==> config.mk <==
export PLATFORM = sky130hd
export DESIGN_NAME = drive_sequencer_flat
export DESIGN_NICKNAME = d
export VERILOG_FILES = /design/src/rtl/drive_sequencer_if.sv /design/src/rtl/drive_sequencer.sv /design/src/flat_wrapper.sv
export SDC_FILE = /design/constraint.sdc
export NUM_CORES = 1
export LEC_CHECK = 0
export ABC_AREA = 1
export BUFFER_PORTS_ARGS = -buffer_cell sky130_fd_sc_hd__buf_4
export CAP_MARGIN = 10
export CORE_ASPECT_RATIO = 0.75
export CORE_UTILIZATION = 63
export CTS_BUF_LIST = sky130_fd_sc_hd__clkbuf_4
export DETAILED_ROUTE_END_ITERATION = 16
export GPL_TIMING_DRIVEN = 0
export MAX_ROUTING_LAYER = met4
export PLACE_DENSITY_LB_ADDON = 0.15
export RECOVER_POWER = 50
export SKIP_CTS_REPAIR_TIMING = 1
export SLEW_MARGIN = 20
export SYNTH_ARGS = -nofsm -noshare
export SYNTH_HDL_FRONTEND = slang
export SYNTH_SLANG_ARGS = --single-unit
==> constraint.sdc <==
create_clock -name clk -period 3.6 [get_ports clk]
set_input_delay 0.36 -clock clk [delete_from_list [all_inputs] [get_ports clk]]
set_output_delay 0.36 -clock clk [all_outputs]
set_load 0.1 [all_outputs]
==> src/rtl/drive_sequencer_if.sv <==
// drive_sequencer_if
//
// Purpose: bundles the command/status signals of the drive sequencer so a
// controller and the sequencer can be wired with a single port.
//
// Signals:
//   start        controller -> sequencer  request to run a plan
//   abort        controller -> sequencer  stop the current plan immediately
//   dist0..dist2 controller -> sequencer  hold lengths (ticks) for legs 0..2
//   dir          sequencer -> controller  00 stop, 01 forward, 10 reverse
//   busy         sequencer -> controller  high while a plan is executing
//   done         sequencer -> controller  one-cycle pulse on normal completion
//   leg          sequencer -> controller  current leg index (0..2)
//
// Modports: master = the controller side, slave = the sequencer side.

interface drive_sequencer_if;
  logic       start;
  logic       abort;
  logic [7:0] dist0;
  logic [7:0] dist1;
  logic [7:0] dist2;
  logic [1:0] dir;
  logic       busy;
  logic       done;
  logic [1:0] leg;

  modport master (
    output start, abort, dist0, dist1, dist2,
    input  dir, busy, done, leg
  );

  modport slave (
    input  start, abort, dist0, dist1, dist2,
    output dir, busy, done, leg
  );
endinterface

==> src/rtl/drive_sequencer.sv <==
// drive_sequencer
//
// Purpose: runs a three-leg motion plan. Each leg is an optional stationary
// hold (length taken from dist0..dist2, skipped when zero) followed by a
// forward run of MOVE_TICKS ticks; after leg 2 the drive reverses for
// RETURN_TICKS ticks and the block returns to IDLE with a done pulse.
// One tick is TICK_DIV clk cycles.
//
// Ports:
//   clk  clock for all logic
//   rst  asynchronous, active-high reset
//   bus  drive_sequencer_if.slave (start/abort/dist0..2 in; dir/busy/done/leg out)
//
// Parameters:
//   TICK_DIV      clk cycles per tick (1 .. 2^30-1)
//   MOVE_TICKS    ticks per forward segment (1..255)
//   RETURN_TICKS  ticks for the final reverse segment (1..255)

module drive_sequencer #(
  parameter int TICK_DIV     = 2_000_000,
  parameter int MOVE_TICKS   = 4,
  parameter int RETURN_TICKS = 8
) (
  input logic              clk,
  input logic              rst,
  drive_sequencer_if.slave bus
);

  localparam logic [29:0] PRESC_MAX = 30'(TICK_DIV - 1);
  localparam logic [7:0]  MOVE_LEN  = 8'(MOVE_TICKS);
  localparam logic [7:0]  RET_LEN   = 8'(RETURN_TICKS);

  typedef enum logic [1:0] {
    IDLE = 2'd0,
    HOLD = 2'd1,
    RUN  = 2'd2,
    RET  = 2'd3
  } state_t;

  state_t      state, state_d;
  logic [29:0] presc;
  logic [7:0]  seg_cnt;
  logic [7:0]  dist_q0, dist_q1, dist_q2;
  logic [1:0]  leg_q, leg_d;
  logic [1:0]  dir_q, dir_d;
  logic        busy_q, done_q;

  logic [7:0]  hold_len, next_dist, seg_len;
  logic        tick, seg_end, accept, finish;

  assign bus.dir  = dir_q;
  assign bus.busy = busy_q;
  assign bus.done = done_q;
  assign bus.leg  = leg_q;

  // Next-state logic. Abort outranks everything, including a segment that
  // happens to end on the same edge. A zero-length hold is never entered:
  // the decision to skip it is made when the preceding segment ends (or at
  // accept time for leg 0, using the live dist0 being latched that edge).
  always_comb begin
    state_d   = state;
    leg_d     = leg_q;
    accept    = 1'b0;
    finish    = 1'b0;
    dir_d     = 2'b00;
    tick      = (presc == PRESC_MAX);

    case (leg_q)
      2'd0:    hold_len = dist_q0;
      2'd1:    hold_len = dist_q1;
      default: hold_len = dist_q2;
    endcase

    // Hold length of the leg that follows the current run segment.
    next_dist = (leg_q == 2'd0) ? dist_q1 : dist_q2;

    case (state)
      HOLD:    seg_len = hold_len;
      RET:     seg_len = RET_LEN;
      default: seg_len = MOVE_LEN;
    endcase

    seg_end = tick && (seg_cnt == seg_len - 8'd1);

    case (state)
      IDLE: begin
        if (bus.start && !bus.abort) begin
          accept  = 1'b1;
          leg_d   = 2'd0;
          state_d = (bus.dist0 == 8'd0) ? RUN : HOLD;
        end
      end
      default: begin
        if (bus.abort) begin
          state_d = IDLE;
          leg_d   = 2'd0;
        end else if (seg_end) begin
          case (state)
            HOLD: state_d = RUN;
            RUN: begin
              if (leg_q == 2'd2) begin
                state_d = RET;
                leg_d   = 2'd0;
              end else begin
                leg_d   = leg_q + 2'd1;
                state_d = (next_dist == 8'd0) ? RUN : HOLD;
              end
            end
            default: begin
              state_d = IDLE;
              finish  = 1'b1;
            end
          endcase
        end
      end
    endcase

    case (state_d)
      RUN:     dir_d = 2'b01;
      RET:     dir_d = 2'b10;
      default: dir_d = 2'b00;
    endcase
  end

  // Registered state and outputs. dir/busy are derived from the next state so
  // they change on the same edge as the state itself. Prescaler and segment
  // counter sit at zero whenever the block is (or is about to be) idle, so an
  // abort leaves them clean for the next plan.
  always_ff @(posedge clk or posedge rst) begin
    if (rst) begin
      state   <= IDLE;
      presc   <= '0;
      seg_cnt <= '0;
      dist_q0 <= '0;
      dist_q1 <= '0;
      dist_q2 <= '0;
      leg_q   <= '0;
      dir_q   <= 2'b00;
      busy_q  <= 1'b0;
      done_q  <= 1'b0;
    end else begin
      state  <= state_d;
      leg_q  <= leg_d;
      dir_q  <= dir_d;
      busy_q <= (state_d != IDLE);
      done_q <= finish;

      if (accept) begin
        dist_q0 <= bus.dist0;
        dist_q1 <= bus.dist1;
        dist_q2 <= bus.dist2;
        presc   <= '0;
        seg_cnt <= '0;
      end else if (state_d == IDLE) begin
        presc   <= '0;
        seg_cnt <= '0;
      end else begin
        presc <= tick ? '0 : presc + 30'd1;
        if (seg_end) begin
          seg_cnt <= '0;
        end else if (tick) begin
          seg_cnt <= seg_cnt + 8'd1;
        end
      end
    end
  end

endmodule

==> src/flat_wrapper.sv <==
// flat-port wrapper written by rule: the top's interface ports become plain ports
module drive_sequencer_flat 
#(
  parameter int TICK_DIV     = 2_000_000,
  parameter int MOVE_TICKS   = 4,
  parameter int RETURN_TICKS = 8
)
  (clk, rst, bus_start, bus_abort, bus_dist0, bus_dist1, bus_dist2, bus_dir, bus_busy, bus_done, bus_leg);
  drive_sequencer_if bus_i ();
  input logic clk;
  input logic rst;
  input wire logic [$bits(bus_i.start)-1:0] bus_start;
  input wire logic [$bits(bus_i.abort)-1:0] bus_abort;
  input wire logic [$bits(bus_i.dist0)-1:0] bus_dist0;
  input wire logic [$bits(bus_i.dist1)-1:0] bus_dist1;
  input wire logic [$bits(bus_i.dist2)-1:0] bus_dist2;
  output wire logic [$bits(bus_i.dir)-1:0] bus_dir;
  output wire logic [$bits(bus_i.busy)-1:0] bus_busy;
  output wire logic [$bits(bus_i.done)-1:0] bus_done;
  output wire logic [$bits(bus_i.leg)-1:0] bus_leg;
  assign bus_i.start = bus_start;
  assign bus_i.abort = bus_abort;
  assign bus_i.dist0 = bus_dist0;
  assign bus_i.dist1 = bus_dist1;
  assign bus_i.dist2 = bus_dist2;
  assign bus_dir = bus_i.dir;
  assign bus_busy = bus_i.busy;
  assign bus_done = bus_i.done;
  assign bus_leg = bus_i.leg;
  drive_sequencer #(.TICK_DIV(TICK_DIV), .MOVE_TICKS(MOVE_TICKS), .RETURN_TICKS(RETURN_TICKS)) u_core (.clk(clk), .rst(rst), .bus(bus_i));
endmodule
-- Word-level counts from Yosys, hierarchy flattened
Cells that the tools add are included.
- flip-flop bits (word level): 70
- input bits: 28
- output and inout bits: 6
- word-level logic and storage cells: 69
- $add $sub $neg: 4
- reductions and logical operators: 14
- mux-type cells: 31
- equal/unequal tests: 10
- operator list (operator ; number):
    $mux W30 ; 3
    $mux W8 ; 5
    $pmux W8 S2 ; 2
    $add A30 B1 Y30 const B ; 1
    $eq A30 B21 Y1 const B ; 1
    $mux W2 ; 13
    $logic_not A8 Y1 ; 2
    $eq A2 B2 Y1 const B ; 5
    $add A8 B1 Y8 const B ; 1
    $eq A8 B8 Y1 ; 1
    $pmux W2 S2 ; 2
    $sub A8 B1 Y8 const B ; 1
    $logic_not A2 Y1 ; 3
    $mux W1 ; 6
    $reduce_bool A3 Y1 ; 2
    $eq A2 B1 Y1 const B ; 2
    $reduce_bool A4 Y1 ; 1
    $reduce_and A3 Y1 ; 1
    $add A2 B1 Y2 const B ; 1
    $logic_and A1 B1 Y1 ; 2
    $ne A2 B1 Y1 const B ; 1
    $reduce_bool A2 Y1 ; 1
    $reduce_or A2 Y1 ; 1
    $logic_not A1 Y1 ; 1

-- Logic depth before layout (Yosys ltp)
Gate-level depths: netlist of run 1.
- depth after elaboration: 12
- depth in mapped cells: 23
- gate-level depth less buffers: 20

-- Worst setup path before layout of run 1
Ideal clock, no wire load.
- path type: reg2reg
- from: register u_core.leg_q[0] (netlist: u_core.bus.leg[0])
- to: register u_core.presc[24]
- stages on the path, launching flop included: 21
- period minus slack after synthesis: 3.334 ns
- path buffers: 4
- arrival: 3.196 ns
- path slack: 0.266 ns
- library setup time: 0.139 ns
- required time: 3.461 ns
- path through: dfrtp_1 buf_6 nor2_2 buf_6 nand2_2 nand3_2 ha_1 xor2_1 nand3_1 nor2_1 nand2_1 nor2_1 nand2_2 nor2_4 nand2_2 nand3_1 nand3_4 nor2_4 buf_6 buf_12 nor3_2
- word-level cells in the longest chain between the ends: 12
- elaborated cells on any way between the ends: 19
- those cells by class: add/sub (1); eq/ne (3); mux (11); reduce/logical (4)
- RTL lines (what ; line ; text):
    start: declaration ; drive_sequencer.sv:44 ; logic [1:0] leg_q, leg_d;
    start signal: assignment ; drive_sequencer.sv:143 ; leg_q <= leg_d;
    $eq A2 B1 Y1 / $logic_not A2 Y1 (equally long branches) ; drive_sequencer.sv:68, drive_sequencer.sv:75 ;
    $pmux W8 S2 / $mux W8 (equally long branches) ; drive_sequencer.sv:68, drive_sequencer.sv:75 ;
    $pmux W8 S2 / $logic_not A8 Y1 (equally long branches) ; drive_sequencer.sv:77, drive_sequencer.sv:106 ;
    $sub A8 B1 Y8 / $mux W2 (equally long branches) ; drive_sequencer.sv:83, drive_sequencer.sv:106 ;
    $eq A8 B8 Y1 / $mux W2 (equally long branches) ; drive_sequencer.sv:83, drive_sequencer.sv:101 ;
    $logic_and A1 B1 Y1 / $pmux W2 S2 (equally long branches) ; drive_sequencer.sv:83, drive_sequencer.sv:98 ;
    $mux W2 (*) ; drive_sequencer.sv:97 ; end else if (seg_end) begin
    $mux W2 (*) ; drive_sequencer.sv:94 ; if (bus.abort) begin
    $mux W2 (*) ; drive_sequencer.sv:85 ; case (state)
    net u_core.state_d[0] ; drive_sequencer.sv:40 ; state_t state, state_d;
    $logic_not A2 Y1 (*) ; drive_sequencer.sv:154 ; end else if (state_d == IDLE) begin
    $mux W30 (*) ; drive_sequencer.sv:154 ;
    $mux W30 (*) ; drive_sequencer.sv:148 ; if (accept) begin
    end signal: assignment ; drive_sequencer.sv:158 ; presc <= tick ? '0 : presc + 30'd1;
    end: declaration ; drive_sequencer.sv:41 ; logic [29:0] presc;
The timed path passes the listed nets; every way through them passes the cells marked *.
A chain may end at the register's enable or synchronous reset.

-- Final worst setup path of run 1
- from: register u_core.state[1]
- to: register u_core.presc[24]
- word-level cells in the longest chain between the ends: 11
- elaborated cells on any way between the ends: 17
- those cells by class: add/sub (1); eq/ne (4); mux (9); reduce/logical (3)
- RTL lines (what ; line ; text):
    start: declaration ; drive_sequencer.sv:40 ;
    start signal: assignment ; drive_sequencer.sv:142 ; state <= state_d;
    $eq A2 B2 Y1 / $eq A2 B1 Y1 (equally long branches) ; drive_sequencer.sv:77, drive_sequencer.sv:98 ;
    $pmux W8 S2 ; drive_sequencer.sv:77 ; case (state)
    $sub A8 B1 Y8 ; drive_sequencer.sv:83 ; seg_end = tick && (seg_cnt == seg_len - 8'd1);
    $eq A8 B8 Y1 ; drive_sequencer.sv:83 ;
    $logic_and A1 B1 Y1 ; drive_sequencer.sv:83 ;
    $mux W2 ; drive_sequencer.sv:97 ;
    $mux W2 ; drive_sequencer.sv:94 ;
    $mux W2 (*) ; drive_sequencer.sv:85 ;
    net u_core.state_d[0] ; drive_sequencer.sv:40 ;
    $logic_not A2 Y1 (*) ; drive_sequencer.sv:154 ;
    $mux W30 (*) ; drive_sequencer.sv:154 ;
    $mux W30 (*) ; drive_sequencer.sv:148 ;
Marked as above.

==> results of run 1 <==
## worst reg2reg max path, cell delays in order, from the launching register on
cell and delay, ns:
dfrtp_1 0.47, inv_1 0.11, ha_2 0.24, inv_2 0.06
a21oi_2 0.15, nand3_2 0.17, ha_1 0.37, xor2_1 0.20
nand3_1 0.10, nor2_1 0.10, nand2_1 0.06, nor2_1 0.12
nand2_2 0.09, nor2_4 0.11, nand2_2 0.11, nand3_1 0.13
nand3_4 0.11, nor2_4 0.11, buf_6 0.16, buf_12 0.15
nor3_2 0.05
## per-layer routing
layer | GRT usage, % | vias to the layer above | wire length, um
met4 | 7.89 | 0 | 123
met5 | - | - | 0
met1 | 46.9 | 2041 | 5660
li1 | - | 2172 | -
met3 | 8.72 | 14 | 988
met2 | 48.9 | 171 | 4960
## layout make-up
cell class,instances,area [um^2]
flip-flops and latches,70,1750
well taps,98,123
multi-input cells,463,2360
fillers,579,1850
clock inverters,7,48.8
clock buffers,9,67.6
repair buffers,35,251
inverters,85,320
plain buffers,23,130
## stage by stage
step	power (W)	hold WS (ns)	instance area, um^2	util [%]	cells
floorplan	0.00232	0.433	4550	-	641
global placement	0.00267	0.461	4920	71.4	772
detailed placement	0.00273	0.325	4950	71.8	773
CTS	0.00318	-0.174	5070	73.5	789
global route	0.00341	0.0774	5050	73.2	790
finish	0.00319	0.0970	5050	73.2	790
## path summary, 6_finish.rpt
kind	startpoint	to	slack (ns)	depth (start not counted)
hold / removal	bus_abort	u_core.bus.done	0.1	2
min in group asynchronous	rst	u_core.presc[14]	0.54	3
max in group asynchronous	rst	u_core.seg_cnt[4]	1.36	4
hold reg to reg	u_core.dist_q0[1]	u_core.dist_q0[1]	0.50	2
setup reg to reg	u_core.state[1]	u_core.presc[24]	0.27	20
setup / recovery	u_core.state[1]	u_core.presc[24]	0.27	20
## cells by family (layout without fill, tap and decap cells)
family / count (synthesis) / after routing / share of synthesized area, %
DFF: 70 / 70 / 38.5
buffers and inverters: 108 / 159 / 9.86
AOI/OAI and AO/OA: 32 / 32 / 3.87
adders and majority gates: 7 / 7 / 1.92
and+or+nand+nor: 403 / 403 / 41.8
xor gates and xnor gates: 21 / 21 / 4.04
## power by group through the flow
stage / Sequential [W] / Clock (W) / Combinational [W]
5_1_grt: 0.00114 / 0.000491 / 0.00178
4_1_cts: 0.00111 / 0.000461 / 0.00161
3_5_place_dp: 0.00112 / 0 / 0.00161
2_1_floorplan: 0.00124 / 0 / 0.00108
3_3_place_gp: 0.00112 / 0 / 0.00155
6_report: 0.00112 / 0.000452 / 0.00162
## registers in the layout (all words and copies together), names as in the netlist
register         flops
u_core.dist_q1       8
u_core.presc        30
u_core.state         2
u_core.bus.busy      1
u_core.bus.done      1
u_core.dist_q0       8
u_core.bus.leg       2
u_core.bus.dir       2
u_core.seg_cnt       8
u_core.dist_q2       8
## cell usage after synthesis
library cell,n
nor2_2,4
nand3_4,1
or4_1,1
o21ai_0,19
nand2_2,9
nand2_1,187
nand3b_1,3
a22o_1,1
buf_12,1
nor2_1,41
buf_1,3
a31oi_1,1
nand4_1,22
nor3_2,9
buf_6,3
xnor2_1,1
clkbuf_1,12
nor3_1,40
o21ai_1,1
xor2_1,20
ha_1,7
dfrtp_1,70
nor4_1,14
a21oi_2,1
nand3_2,5
inv_1,77
nor2_4,3
o211ai_1,3
inv_2,8
a21oi_1,6
or2_2,1
nand3_1,63
buf_2,4
==> summary.md, run 1 <==
| Metric | Value |
|---|---|
| Status | completed |
| CTS tree | yes |
| Via density | ~5.6 |
| Port Buffers | 33 |
| Root buf cell | clkbuf_4 |
| Setup Skew | 0.0299 ns |
| Reg power frac | 35.1% |
| Slew @ Worst Pin | approximately 1.3 ns |
| Grt total ovfl | 0 |
| Area grow syn2layout | 10.9% |
| Antenna Nets Post-Route | 0 |
| Slew Limit Fails | 0 |
| Crit path required time | 3.90 ns |
| Max-cap violations | 0 |
| Crit Path Max Fanout | 10 |
| Number of global-route vias before repair | between 3,000 and 4,000 |
| Syn Nets | ~680 |
| Wire per inst | between 10 and 15 um |
| I/O Pins | 34 |
| Setup_tns | 0 ns |
| Antenna violations before repair | 0 |
| Yosys warning total | 0 |
| Syn Area/Cell | roughly 7.1 um^2 |
| Post-synth top area share | roughly two fifths |
| Mapped Area | 4550 um^2 |
| Min-delay worst type | input pin to register |
| Mapped Cells | roughly 640 |
| Register area share after synthesis | around two fifths |
| Area of the core | 6900 um^2 |
| Layout cells sized above 1 | between 10% and 20% |
| Fmax | 300 MHz |
| Worst slack at placement | 0.348 ns |
| Routed vias | 4,398 |
| Worst-Skew Late Latency | 0.45 ns |
| Area leader, netlist | dfrtp_1 |
| Delay of the slowest critical-path stage | 0.47 ns |
| Worst setup EP type | register |
| Global-route wire length before repair | 18,400 um |
| Unrepaired setup endpoints after global routing | no |
| Synth top area cells | dfrtp_1 (38%), nand2_1 (15%), nand3_1 (6.9%) |
| Fin crit period | around 3.3 ns |
| Comb pwr share | between 50% and 60% |
| Worst Path Buf+Inv | 4 |
| GR Util All Layers | 33.5% |
| Pin count of the biggest net entering global routing | 54 |
| Critical path launch point type | register |
| Slowest-stage cell, CP | dfrtp_1 |
| Sequence of cells on the critical path | inv_1, ha_2, inv_2, a21oi_2, nand3_2, ha_1, xor2_1, nand3_1, nor2_1, nand2_1, nor2_1, nand2_2, nor2_4, nand2_2, nand3_1, nand3_4, nor2_4, buf_6, buf_12, nor3_2 |
| Routed wire length | approximately 12,000 um |
| Clk sink count | 70 |
| Commonest cells after routing, fill and taps aside | nand2_1 (187), inv_1 (76), dfrtp_1 (70) |
| Count of different cell masters after synthesis | 33 |
| HPWL after DPL | 9000 um |
| Routability congestion estimate | 0.953 |
| Fin. Hold Viols | 0 |
| Final setup margin | 0.270 ns |
| Final setup violating endpoints | 0 |
| Die area | 7580 um^2 |
| CP delay by family, top | simple AND/OR/NAND/NOR gates |
| Internal Power | 0.00161 W |
| PwrDens | between 600 and 700 nW/um^2 |
| Net Sw Frac | between 40% and 50% |
| # diodes | 0 |
| Final-stage net count | 722 |
| Peak VDD IR | 0.361 mV |
| H-Tree Level Count | 3 |
| Seq cells post-synth | 70 |
| CTS buffer count | 9 |
| CTS Buffer Depth | 2 |
| Drt pass-1 iters | 5 |
| Clock Power Share | about 14% |
| CTS clk-pin slew, worst paths | between 0.1 and 0.15 ns |
| Psw | 0.00158 W |
| Crit Path Class | register to register |
| Relative slew slack | roughly 14% |
| Lkg Pwr | 2.41 nW |
| Final period utilization | 92.5% |
| Worst EP arrival | 3.63 ns |
| Initial DRC Count | about 380 |
| # DRC | 0 |
| Die height | between 70 and 80 um |
| Cell row count | 26 |
| Chip width | about 100 um |
| Commonest non-fill, non-tap cell in the layout | nand2_1 |
| Initial Util | 66.0% |
Note: power is estimated with default switching activity, not from simulation.
==> run 2: changes to the inputs <==
--- a/config.mk
+++ b/config.mk
@@ -9,7 +9,7 @@
 export BUFFER_PORTS_ARGS = -buffer_cell sky130_fd_sc_hd__buf_4
 export CAP_MARGIN = 10
 export CORE_ASPECT_RATIO = 0.75
-export CORE_UTILIZATION = 63
+export CORE_UTILIZATION = 60
 export CTS_BUF_LIST = sky130_fd_sc_hd__clkbuf_4
 export DETAILED_ROUTE_END_ITERATION = 16
 export GPL_TIMING_DRIVEN = 0
==> run 2 against run 1 <==
Effect of this change:
- sequential power about the same
- routed wire length decreased by 0.20%
- flip-flop and latch count unchanged
- core utilization decreased by 4.1 points
- sequential share of layout area decreased by 0.14 points
- critical endpoint is now u_core.presc[27]
- largest power group unchanged
==> summary.md, run 2 (synthesis gave the netlist of run 1 again) <==
| Metric | Value |
|---|---|
| Status | completed |
| CTS tree | yes |
| Antenna Nets Post-Route | 0 |
| Worst setup EP type | register |
| Fillers | 629 |
| Unrepaired setup endpoints after global routing | no |
| Worst r2r src | u_core.state[1] |
| Die height | 77.5 um |
| Initial DRC Count | 305 |
| Global-route wire length before repair | 19,200 um |
| Worst-Skew Late Latency | 0.42 ns |
| Largest register FFs | 30 |
| Layout cells sized above 1 | 14.0% |
| Die area | 7950 um^2 |
| Number of global-route vias before repair | 4,049 |
| Area of the core | 7330 um^2 |
| Commonest non-fill, non-tap cell in the layout | nand2_1 |
| Cell row count | 27 |
| Multi-input gate area | around 2400 um^2 |
| Routability congestion estimate | 0.913 |
| CP delay by family, top | simple AND/OR/NAND/NOR gates |
| Crit path required time | 3.89 ns |
| Setup_tns | 0 ns |
| Relative slew slack | between 10% and 20% |
| Setup Skew | between 0.02 and 0.025 ns |
| Fin. Hold Viols | 0 |
| Top cell by count, worst path | nand3_2 |
| Sequence of cells on the critical path | inv_1, ha_2, inv_2, a21oi_2, nand3_2, ha_1, xor2_1, nand3_1, nor2_1, nand2_1, nor2_1, nand2_2, nor2_4, nand2_2, nand3_2, nand3_2, nor2_4, buf_6, buf_12, nor3_2 |
| Pin count of the biggest net entering global routing | 51 |
| Antenna violations before repair | 0 |
| Via density | 5.60 |
| Final-stage net count | 722 |
| Slowest-stage cell, CP | dfrtp_1 |
| Peak VDD IR | 0.386 mV |
| Worst Path Buf+Inv | 4 |
| Top reg by flops | u_core.presc |
| PwrDens | between 600 and 700 nW/um^2 |
| Initial Util | 62.1% |
| GR Util All Layers | 32.7% |
| Lkg Pwr | about 2.4 nW |
| Max-cap violations | 0 |
| H-Tree Level Count | 3 |
| Final setup violating endpoints | 0 |
| Routed vias | 4,444 |
| Wire per inst | 14.8 um |
| Critical path launch point type | register |
| Register area | 1750 um^2 |
| HPWL after DPL | between 8000 and 9000 um |
| Final period utilization | between 80% and 90% |
| Routed wire length | 11,700 um |
| Delay of the slowest critical-path stage | 0.46 ns |
| Root buf cell | clkbuf_4 |
| Clk sink count | 70 |
| Fmax | 311 MHz |
| I/O Pins | 34 |
| Chip width | 103 um |
| CTS Buffer Depth | 2 |
| Worst hold start | bus_abort |
| Fin crit period | 3.21 ns |
| # DRC | 0 |
| # diodes | 0 |
| Port Buffers | 33 |
| Slew @ Worst Pin | 1.25 ns |
| Crit Path Max Fanout | 10 |
| Commonest cells after routing, fill and taps aside | nand2_1 (187), inv_1 (76), dfrtp_1 (70) |
| Area grow syn2layout | 11.3% |
| Launch point of the worst path | u_core.state[1] |
| Min-delay worst type | input pin to register |
| Worst EP arrival | 3.51 ns |
| CTS clk-pin slew, worst paths | 0.12 ns |
| CTS buffer count | 9 |
| Slew Limit Fails | 0 |
| Drt pass-1 iters | 5 |
| Crit Path Class | register to register |
| Grt total ovfl | 0 |
| Total power | 0.00322 W |
[run 2: changes by cell type in the layout (fill, tap and decap cells not counted), sizes merged]
cell    change
bufinv      +1
inv         -1
[run 2: path summary, 6_finish.rpt]
kind,endpoint,cells past startpoint,slack [ns]
worst max-delay path,u_core.presc[27],20,0.39
worst min-delay path,u_core.bus.done,2,0.12
worst max register to register,u_core.presc[27],20,0.39
worst min register to register,u_core.dist_q0[1],2,0.50
max in group asynchronous,u_core.presc[0],4,1.32
min in group asynchronous,u_core.presc[17],3,0.60
[run 2: routing by layer]
| layer | vias up | share of wire [%] | global-route usage (%) |
|---|---|---|---|
| met5 | - | 0 | - |
| li1 | 2167 | - | - |
| met1 | 2100 | 49 | 49.4 |
| met3 | 8 | 7.4 | 5.59 |
| met4 | 0 | 0.60 | 8.43 |
| met2 | 169 | 43 | 44.9 |
[run 2: area by class of cell]
type                       count  area share [%]
buffer                        23            2.57
clock inverter                 7            1.28
timing repair buffer          35            4.96
sequential                    70            34.6
multi-input combinational    463            46.5
inverter                      85            6.32
tap                          101            2.49
clock buffer                   9            1.33
[run 2: power by group]
| part | leakage [nW] | internal (W) | switching, W |
|---|---|---|---|
| Sequential | 0.933 | 0.000965 | 0.000149 |
| Clock | 0.0731 | 0.000207 | 0.000300 |
| Combinational | 1.41 | 0.000493 | 0.00110 |
| Total | 2.41 | 0.00166 | 0.00155 |
[run 2: stage by stage]
| stage | utilization (%) | instance area (um^2) | instances | worst slack, ns | hold slack (ns) |
|---|---|---|---|---|---|
| after floorplan | - | 4550 | 641 | 0.266 | 0.433 |
| after global placement | 67.2 | 4930 | 775 | 0.438 | 0.466 |
| after detailed placement | 67.6 | 4960 | 776 | 0.386 | 0.338 |
| after CTS | 69.4 | 5090 | 792 | 0.341 | -0.138 |
| after global routing | 69.1 | 5070 | 793 | 0.0491 | 0.110 |
| final | 69.1 | 5070 | 793 | 0.386 | 0.121 |
[run 2: worst reg2reg max path: stages (launching register included)]
cell and delay [ns]:
dfrtp_1 0.46, inv_1 0.11, ha_2 0.24, inv_2 0.06, a21oi_2 0.14, nand3_2 0.16
ha_1 0.35, xor2_1 0.21, nand3_1 0.10, nor2_1 0.09, nand2_1 0.07, nor2_1 0.11
nand2_2 0.09, nor2_4 0.10, nand2_2 0.11, nand3_2 0.10, nand3_2 0.11, nor2_4 0.15
buf_6 0.16, buf_12 0.15, nor3_2 0.05
